<file path="src/rtl/yolo_pkg.sv">
// Shared constants and types for the YOLO conv weight-fetch path.
package yolo_pkg;

  localparam int unsigned DATA_W      = 8;
  localparam int unsigned ADDR_W      = 8;
  localparam int unsigned FILTER_SIZE = 27;
  localparam int unsigned NUM_FILTERS = 8;
  localparam int unsigned SEL_W       = 3;

  typedef enum logic [1:0] {
    IDLE,
    FETCH,
    DRAIN,
    DONE
  } fetch_state_t;

endpackage

</file>
<file path="src/rtl/weight_skid_buf.sv">
// Two-entry weight FIFO between the ROM return path and the PE weight port.
module weight_skid_buf
  import yolo_pkg::*;
#(
  parameter int unsigned DATA_W = yolo_pkg::DATA_W
) (
  input  logic              clk,
  input  logic              reset,
  input  logic              push,
  input  logic [DATA_W-1:0] push_data,
  input  logic              pop,
  output logic [1:0]        count,
  output logic [DATA_W-1:0] head_data
);

  logic [DATA_W-1:0] mem_q [2];
  logic              wr_ptr_q;
  logic              rd_ptr_q;
  logic [1:0]        count_q;

  // When full, a push can only coincide with a pop; the write lands in the
  // slot being vacated, so ordering is kept.
  always_ff @(posedge clk or negedge reset) begin
    if (!reset) begin
      mem_q[0] <= '0;
      mem_q[1] <= '0;
      wr_ptr_q <= 1'b0;
      rd_ptr_q <= 1'b0;
      count_q  <= '0;
    end else begin
      if (push) begin
        mem_q[wr_ptr_q] <= push_data;
        wr_ptr_q        <= ~wr_ptr_q;
      end
      if (pop) begin
        rd_ptr_q <= ~rd_ptr_q;
      end
      count_q <= count_q + 2'(push) - 2'(pop);
    end
  end

  assign count     = count_q;
  assign head_data = mem_q[rd_ptr_q];

endmodule

</file>
<file path="src/rtl/filter_fetch_ctrl.sv">
// Streams the 27 weights of one selected filter from the weight ROM to the
// PE array, absorbing ROM latency and backpressure in a 2-entry buffer.
module filter_fetch_ctrl
  import yolo_pkg::*;
#(
  parameter int unsigned DATA_W      = yolo_pkg::DATA_W,
  parameter int unsigned ADDR_W      = yolo_pkg::ADDR_W,
  parameter int unsigned FILTER_SIZE = yolo_pkg::FILTER_SIZE,
  parameter int unsigned NUM_FILTERS = yolo_pkg::NUM_FILTERS,
  parameter int unsigned SEL_W       = yolo_pkg::SEL_W
) (
  input  logic              clk,
  input  logic              reset,
  input  logic              start,
  input  logic [SEL_W-1:0]  filter_sel,
  output logic              busy,
  output logic              done,
  output logic              err,
  output logic              rom_en,
  output logic [ADDR_W-1:0] rom_addr,
  input  logic [DATA_W-1:0] rom_data,
  output logic [DATA_W-1:0] w_data,
  output logic              w_valid,
  input  logic              w_ready,
  output logic              w_last
);

  localparam int unsigned     CNT_W    = $clog2(FILTER_SIZE + 1);
  localparam logic [CNT_W-1:0] LAST_IDX = CNT_W'(FILTER_SIZE - 1);

  fetch_state_t      state_q, state_d;
  logic [ADDR_W-1:0] base_q, base_d;
  logic [CNT_W-1:0]  issue_cnt_q, issue_cnt_d;
  logic [CNT_W-1:0]  beat_cnt_q, beat_cnt_d;
  logic              rd_vld_q;
  logic              busy_q, busy_d;
  logic              done_q, done_d;
  logic              err_q, err_d;

  logic              rom_en_c;
  logic [ADDR_W-1:0] rom_addr_c;
  logic              sel_ok_c;
  logic              pop_c;
  logic [2:0]        fill_c;
  logic [1:0]        buf_count;
  logic [DATA_W-1:0] buf_head;

  weight_skid_buf #(
    .DATA_W (DATA_W)
  ) u_buf (
    .clk       (clk),
    .reset     (reset),
    .push      (rd_vld_q),
    .push_data (rom_data),
    .pop       (pop_c),
    .count     (buf_count),
    .head_data (buf_head)
  );

  assign w_valid  = (buf_count != 2'd0);
  assign pop_c    = w_valid & w_ready;
  assign sel_ok_c = (32'(filter_sel) < NUM_FILTERS);
  // Buffer slots committed once this cycle's pop retires; a read issued now
  // lands after the current in-flight one, so it needs one free slot.
  assign fill_c   = 3'(buf_count) + 3'(rd_vld_q) - 3'(pop_c);

  // Next-state, counters and ROM issue
  always_comb begin
    state_d     = state_q;
    base_d      = base_q;
    issue_cnt_d = issue_cnt_q;
    beat_cnt_d  = beat_cnt_q;
    err_d       = 1'b0;
    rom_en_c    = 1'b0;
    rom_addr_c  = '0;

    if (pop_c) begin
      beat_cnt_d = beat_cnt_q + CNT_W'(1);
    end

    unique case (state_q)
      IDLE: begin
        if (start) begin
          if (sel_ok_c) begin
            state_d     = FETCH;
            base_d      = ADDR_W'(32'(filter_sel) * FILTER_SIZE);
            issue_cnt_d = '0;
            beat_cnt_d  = '0;
          end else begin
            err_d = 1'b1;
          end
        end
      end
      FETCH: begin
        if (fill_c < 3'd2) begin
          rom_en_c    = 1'b1;
          rom_addr_c  = base_q + ADDR_W'(issue_cnt_q);
          issue_cnt_d = issue_cnt_q + CNT_W'(1);
          if (issue_cnt_q == LAST_IDX) begin
            state_d = DRAIN;
          end
        end
      end
      DRAIN: begin
        if (pop_c && (beat_cnt_q == LAST_IDX)) begin
          state_d = DONE;
        end
      end
      DONE: begin
        state_d = IDLE;
      end
      default: begin
        state_d = IDLE;
      end
    endcase

    busy_d = (state_d != IDLE);
    done_d = (state_d == DONE);
  end

  always_ff @(posedge clk or negedge reset) begin
    if (!reset) begin
      state_q     <= IDLE;
      base_q      <= '0;
      issue_cnt_q <= '0;
      beat_cnt_q  <= '0;
      rd_vld_q    <= 1'b0;
      busy_q      <= 1'b0;
      done_q      <= 1'b0;
      err_q       <= 1'b0;
    end else begin
      state_q     <= state_d;
      base_q      <= base_d;
      issue_cnt_q <= issue_cnt_d;
      beat_cnt_q  <= beat_cnt_d;
      rd_vld_q    <= rom_en_c;
      busy_q      <= busy_d;
      done_q      <= done_d;
      err_q       <= err_d;
    end
  end

  assign busy     = busy_q;
  assign done     = done_q;
  assign err      = err_q;
  assign rom_en   = rom_en_c;
  assign rom_addr = rom_addr_c;
  assign w_data   = w_valid ? buf_head : '0;
  assign w_last   = w_valid & (beat_cnt_q == LAST_IDX);

endmodule
</file>
<file path="config.mk">
export PLATFORM = sky130hd
export DESIGN_NAME = filter_fetch_ctrl
export DESIGN_NICKNAME = d
export VERILOG_FILES = /design/src/rtl/yolo_pkg.sv /design/src/rtl/weight_skid_buf.sv /design/src/rtl/filter_fetch_ctrl.sv
export SDC_FILE = /design/constraint.sdc
export NUM_CORES = 1
export LEC_CHECK = 0
export CORE_MARGIN = 2
export CORE_UTILIZATION = 40
export DETAILED_ROUTE_END_ITERATION = 7
export GPL_TIMING_DRIVEN = 1
export PLACE_DENSITY = 0.58
export SYNTH_ARGS = -nofsm -noshare
export SYNTH_HDL_FRONTEND = slang
export SYNTH_SLANG_ARGS = --single-unit
</file>
<file path="constraint.sdc">
create_clock -name clk -period 3.64 [get_ports clk]
set_input_delay 0.364 -clock clk [delete_from_list [all_inputs] [get_ports clk]]
set_output_delay 0.364 -clock clk [all_outputs]
set_load 0.005 [all_outputs]
</file>
==> flow_metrics.py, run 1 <==
metrics = {
    "timing": {
        "tightest_slew_ns": 0.952,
        "max_slew_margin_pct": 36.5,
        "rsz0062_at_grt": "false",
        "fin_skew_ns": 0.00184,
        "post-route-period-util_pct": 95.0,
        "hold_viol_final": 0,
        "drv_slew": 0,
        "fmax_mhz": 289,
        "setup-violations-final": 0,
        "tns_ns": 0,
        "finalCriticalPeriod_ns": 3.46,
    },
    "placement": {
        "port_buffers": 35,
        "place_hpwl_um": 3280,
        "place.gp.congestion": 0.759,
        "dpl_cell_area_um2": 2800,
    },
    "drt": {
        "firstDrtPassIters": 4,
        "drtIter0Drc": 67,
        "antenna_left": 0,
        "vias": 1668,
        "wirelength_um": 4470,
        "drc": 0,
        "via_per_inst": 4.88,
        "routedWlPerCell_um": 13.1,
    },
    "yosys": {
        "yosysTopAreaCellShare_pct": 45.1,
        "synth_cell_types": 37,
        "synth-seq-cells": 43,
        "async_reset_ff_share_pct": 100,
        "synth_commonest_cells": "dfrtp_1, nand2_1, nor2_1",
        "syn_inst": 230,
        "synthesis.area_um2": 2390,
        "synthFlopType": "dfrtp_1",
        "yosysMostFrequentCell": "dfrtp_1",
        "synth_fp_nets": 265,
        "synth_area_per_cell_um2": 10.4,
        "ys_warn_count": 0,
        "yosysSeqAreaShare_pct": 45.1,
        "synth_top_area_cell": "dfrtp_1",
        "synthTopCellsByArea": "dfrtp_1, ha_1, mux2_2",
        "synth_edf_count": 0,
    },
    "clock_network": {
        "clock_sinks": 43,
        "cts.path.max_buffers": 2,
        "clk_latency_ns": 0.29,
        "root_buffer": "clkbuf_8",
        "cts.htree.levels": 2,
        "cts_tree": "yes",
        "cts_made_buffers": 5,
        "cts.reportedPaths.clkPinSlew_ns": 0.08,
    },
    "global_route": {
        "track_usage_pct": 15.3,
        "grt_pass1_wl_um": 7560,
        "grt_max_degree": 44,
        "grt_pass1_vias": 1620,
        "grt-ovfl-total": 0,
        "antenna_found_initial": 0,
    },
    "critical_path": {
        "end_kind": "output port",
        "crit_slowest_cell": "clkdlybuf4s50_1",
        "rrSetupSlack_ns": 0.92,
        "crit_end": "rom_addr[6]",
        "crit_type": "input port to output port",
        "crit_cells": 9,
        "cp.arrival_ns": 3.09,
        "r2r-start": "u_buf.count[1]$_DFF_PN0_",
        "timing.rr.end": "issue_cnt_q[4]$_DFFE_PN0P_",
        "crit_top_cell": "clkdlybuf4s50_1",
        "cp_top_family": "buffers and inverters",
        "r2r_cells": 9,
        "crit_start": "w_ready",
        "cp_cell_sequence": "clkdlybuf4s50_1 > nand3_1 > o21ai_0 > ha_1 > fa_1 > or3_4 > a211o_1 > nand2_1 > clkdlybuf4s50_1",
        "path_buf_inv": 2,
        "cp_max_fo": 5,
        "startpoint_type": "input port",
        "slowest_delay_ns": 0.52,
        "critPathRequiredTime_ns": 3.28,
    },
    "cells_and_area": {
        "drive_gt1_share_pct": 10.9,
        "area_growth_pct": 21.1,
        "nNetsFinal": 302,
        "fin_area_um2": 2890,
        "antennaDiodeCount": 0,
    },
    "pwr": {
        "power.leakage_nw": 1.33,
        "pwr-share-comb_pct": 49.2,
        "switching_share_pct": 35.5,
        "power_density_nw_per_um2": 785,
        "clkPwrFrac_pct": 13.3,
        "power.share.sequential_pct": 37.6,
        "power.internal_mw": 1.46,
        "vdd_drop_max_mv": 0.281,
        "p_switching_uw": 807,
    },
    "status": {
        "outcome": "finished, final reports clean",
    },
    "floorplanning": {
        "fp.coreArea_um2": 5850,
        "chipWidth_um": 81.3,
        "die_area_um2": 6600,
        "die_y_um": 81.3,
        "rows": 28,
        "start_util_pct": 40.8,
        "ios": 37,
    },
    "run": {
        "timing.max_cap.violations": 0,
    },
    "min_path": {
        "hold_class": "input port to async pin",
    },
}
kinds of logic after synthesis:
| group | count (synthesis) | share of synthesized area, % |
|---|---|---|
| muxes | 26 | 11.7 |
| and+or+nand+nor | 79 | 15.5 |
| buffers and inverters | 18 | 3.62 |
| other | 1 | 0.157 |
| xor gates and xnor gates | 13 | 5.08 |
| AOI/OAI and AO/OA | 30 | 7.44 |
| adders and majority gates | 20 | 11.4 |
| DFF | 43 | 45.1 |
timing repair:
action,in CTS,in global routing
setup endpoints to repair,0,2
hold buffers,0,0
resized for setup,0,2
setup buffers,0,0
power groups by stage:
| stage | Combinational, mW | Clock (mW) | Sequential, mW |
|---|---|---|---|
| floorplan | 0.750 | 0 | 0.790 |
| global route | 1.25 | 0.343 | 0.889 |
| CTS | 1.13 | 0.317 | 0.853 |
| global placement | 1.12 | 0 | 0.860 |
| detailed placement | 1.13 | 0 | 0.862 |
| finish | 1.12 | 0.301 | 0.853 |
how the worst min path moves through the flow:
stage / startpoint / endpoint / slack, ns
after floorplan: reset / base_q[0]$_DFFE_PN0P_ / 0.07
after global placement: base_q[6]$_DFFE_PN0P_ / base_q[6]$_DFFE_PN0P_ / 0.47
after detailed placement: u_buf.wr_ptr_q$_DFFE_PN0P_ / u_buf.wr_ptr_q$_DFFE_PN0P_ / 0.48
after CTS: reset / issue_cnt_q[1]$_DFFE_PN0P_ / 0.25
after global routing: reset / issue_cnt_q[0]$_DFFE_PN0P_ / 0.29
final: reset / issue_cnt_q[0]$_DFFE_PN0P_ / 0.22
layer usage:
metal	GRT usage [%]	share of wire, %
met2	23.3	46
met5	0	0
met1	20.5	50
met3	5.11	3.2
met4	5.25	1.4
state kept, by name, indices dropped and copies added, names as in the netlist:
register / count
u_buf.mem_q: 16
base_q: 8
beat_cnt_q: 5
issue_cnt_q: 5
state_q: 2
u_buf.count: 2
busy: 1
done: 1
rd_vld_q: 1
u_buf.rd_ptr_q: 1
u_buf.wr_ptr_q: 1
layout make-up:
| cell class | count | area (um^2) |
|---|---|---|
| clock buffer | 6 | 82.6 |
| clock inverter | 1 | 5.00 |
| fill | 552 | 2960 |
| inverter | 11 | 45.0 |
| multi-input combinational | 169 | 1220 |
| sequential | 43 | 1080 |
| tap | 75 | 93.8 |
| timing repair buffer | 37 | 363 |
through the flow:
step / setup slack (ns) / total power [mW] / utilization [%] / hold slack, ns / std cells
after detailed placement: 0.0880 / 1.99 / 47.8 / 0.482 / 335
after global routing: 0.0441 / 2.49 / 49.4 / 0.289 / 342
after floorplan: 1.05 / 1.54 / - / 0.0684 / 230
after global placement: 0.119 / 1.98 / 47.8 / 0.467 / 335
final: 0.183 / 2.27 / 49.4 / 0.219 / 342
after CTS: 0.0371 / 2.30 / 49.3 / 0.255 / 342
cell usage in the layout (no fill, tap or decap), types with 2 or more instances in the layout:
cell,count
dfrtp_1,43
clkdlybuf4s50_1,33
nand2_1,26
nor2_1,24
ha_1,17
mux2_2,16
inv_1,10
a21oi_1,10
mux2i_1,10
o21ai_0,9
nand3_1,7
xnor2_1,6
xor2_1,6
clkbuf_8,6
nand4_1,4
nand2b_1,3
and2_1,3
a21o_1,3
nor3_1,3
fa_1,3
nand4b_1,2
a211oi_1,2
nor2b_1,2
buf_4,2
Power figures use the tool's default switching activity.
==> run 2: changes to the inputs <==
--- a/config.mk
+++ b/config.mk
@@ -5,7 +5,6 @@
 export SDC_FILE = /design/constraint.sdc
 export NUM_CORES = 1
 export LEC_CHECK = 0
-export CORE_MARGIN = 2
 export CORE_UTILIZATION = 40
 export DETAILED_ROUTE_END_ITERATION = 7
 export GPL_TIMING_DRIVEN = 1
==> flow_metrics.py, run 2 (synthesis gave the netlist of run 1 again) <==
metrics = {
    "status": {
        "outcome": "finished, final reports clean",
    },
    "clock_network": {
        "cts_tree": "yes",
        "cts_hold_repair.buffers": 0,
        "cts.path.max_buffers": 2,
        "postCtsSetupRepairBufs": 0,
        "clk_latency_ns": 0.30,
        "cts.reportedPaths.clkPinSlew_ns": 0.08,
        "cts_resized": 0,
        "cts_made_buffers": 5,
        "cts.htree.levels": 2,
        "root_buffer": "clkbuf_8",
        "clock_sinks": 43,
    },
    "min_path": {
        "hold_class": "input port to async pin",
    },
    "global_route": {
        "grt-ovfl-total": 0,
        "grt_pass1_vias": 1621,
        "track_usage_pct": 15.9,
        "grt_pass1_wl_um": 7620,
        "grt_max_degree": 44,
        "antenna_found_initial": 0,
    },
    "drt": {
        "antenna_left": 0,
        "vias": 1702,
        "drtIter0Drc": 65,
        "via_per_inst": 5.02,
        "firstDrtPassIters": 4,
        "routedWlPerCell_um": 13.2,
        "drc": 0,
        "wirelength_um": 4490,
    },
    "cells_and_area": {
        "nNetsFinal": 301,
        "drive_gt1_share_pct": 10.5,
        "final_cell_mix": "dfrtp_1, clkdlybuf4s50_1, nand2_1, nor2_1, ha_1",
        "num-fill-cells": 512,
        "area_growth_pct": 20.4,
        "finalNonFillerCells": 339,
        "antennaDiodeCount": 0,
        "top_regs": "u_buf.mem_q (16), base_q (8)",
        "regMostFlops": "u_buf.mem_q",
        "largest_register_ffs": 16,
        "layout_commonest_cell": "dfrtp_1",
    },
    "timing": {
        "fin_skew_ns": 0.00786,
        "fmax_mhz": 288,
        "post-route-period-util_pct": 95.5,
        "tightest_slew_ns": 0.950,
        "setup-violations-final": 0,
        "drv_slew": 0,
        "finalCriticalPeriod_ns": 3.48,
        "tns_ns": 0,
        "hold_viol_final": 0,
        "fin_hold_ws_ns": 0.215,
        "max_slew_margin_pct": 36.6,
        "rsz0062_at_grt": "false",
    },
    "critical_path": {
        "end_kind": "output port",
        "crit_start": "w_ready",
        "cp_cell_sequence": "clkdlybuf4s50_1 > nand3_1 > o21ai_0 > ha_1 > fa_1 > or3_4 > clkinvlp_4 > nand2b_1 > mux2i_1 > clkdlybuf4s50_1",
        "cp.arrival_ns": 3.11,
        "startpoint_type": "input port",
        "crit_type": "input port to output port",
        "cp_max_fo": 11,
        "cp_top_family": "buffers and inverters",
        "slowest_delay_ns": 0.51,
        "r2r-start": "u_buf.count[1]$_DFF_PN0_",
        "crit_top_cell": "clkdlybuf4s50_1",
        "crit_slowest_cell": "clkdlybuf4s50_1",
        "critPathRequiredTime_ns": 3.28,
        "path_buf_inv": 3,
    },
    "floorplanning": {
        "fp.coreArea_um2": 5640,
        "ios": 37,
        "die_area_um2": 6280,
        "rows": 27,
        "chipWidth_um": 79.3,
        "die_y_um": 79.3,
        "start_util_pct": 42.3,
    },
    "pwr": {
        "fin_total_pwr_mw": 2.25,
        "power.leakage_nw": 1.30,
        "vdd_drop_max_mv": 0.277,
        "power_density_nw_per_um2": 783,
    },
    "run": {
        "timing.max_cap.violations": 0,
    },
    "placement": {
        "port_buffers": 35,
        "place_hpwl_um": 3340,
        "place.gp.congestion": 0.719,
        "dp.cells": 331,
    },
}
## run 2: stage by stage
step	setup WS (ns)	utilization, %	instance area [um^2]
global placement	0.169	49.4	2790
CTS	0.105	50.9	2870
finish	0.162	50.9	2870
detailed placement	0.102	49.4	2790
floorplan	1.05	-	2390
global route	0.0332	50.9	2870
## run 2: routing by layer
| layer | routed length (um) | part of all wire, % | GRT usage (%) |
|---|---|---|---|
| met2 | 2030 | 45 | 24.1 |
| met3 | 142 | 3.2 | 3.45 |
| met4 | 86 | 1.9 | 7.09 |
| met1 | 2230 | 50 | 21.8 |
| met5 | 0 | 0 | 0 |
## run 2: worst paths after layout
path                                               to  slack [ns]  cells past startpoint
max                                       rom_addr[7]        0.16                     10
min                        issue_cnt_q[0]$_DFFE_PN0P_        0.22                      1
max reg2reg                issue_cnt_q[4]$_DFFE_PN0P_        1.04                      7
min reg2reg                     base_q[3]$_DFFE_PN0P_        0.50                      2
max in group asynchronous       base_q[7]$_DFFE_PN0P_        2.84                      1
min in group clk                base_q[3]$_DFFE_PN0P_        0.50                      2
## run 2: layout make-up
| class | count | area (um^2) | share of cell area (%) |
|---|---|---|---|
| multi-input combinational | 169 | 1220 | 42.6 |
| sequential | 43 | 1080 | 37.4 |
| timing repair buffer | 36 | 353 | 12.3 |
| tap | 72 | 90.1 | 3.13 |
| clock buffer | 6 | 72.6 | 2.53 |
| inverter | 11 | 45.0 | 1.57 |
| clock inverter | 2 | 12.5 | 0.435 |
## run 2: power by group
group          internal [mW]  switching, mW  leakage, nW  total (mW)
registers              0.676          0.177        0.523       0.853
clock network          0.134          0.165       0.0412       0.299
logic                  0.626          0.472        0.736        1.10
total                   1.44          0.814         1.30        2.25
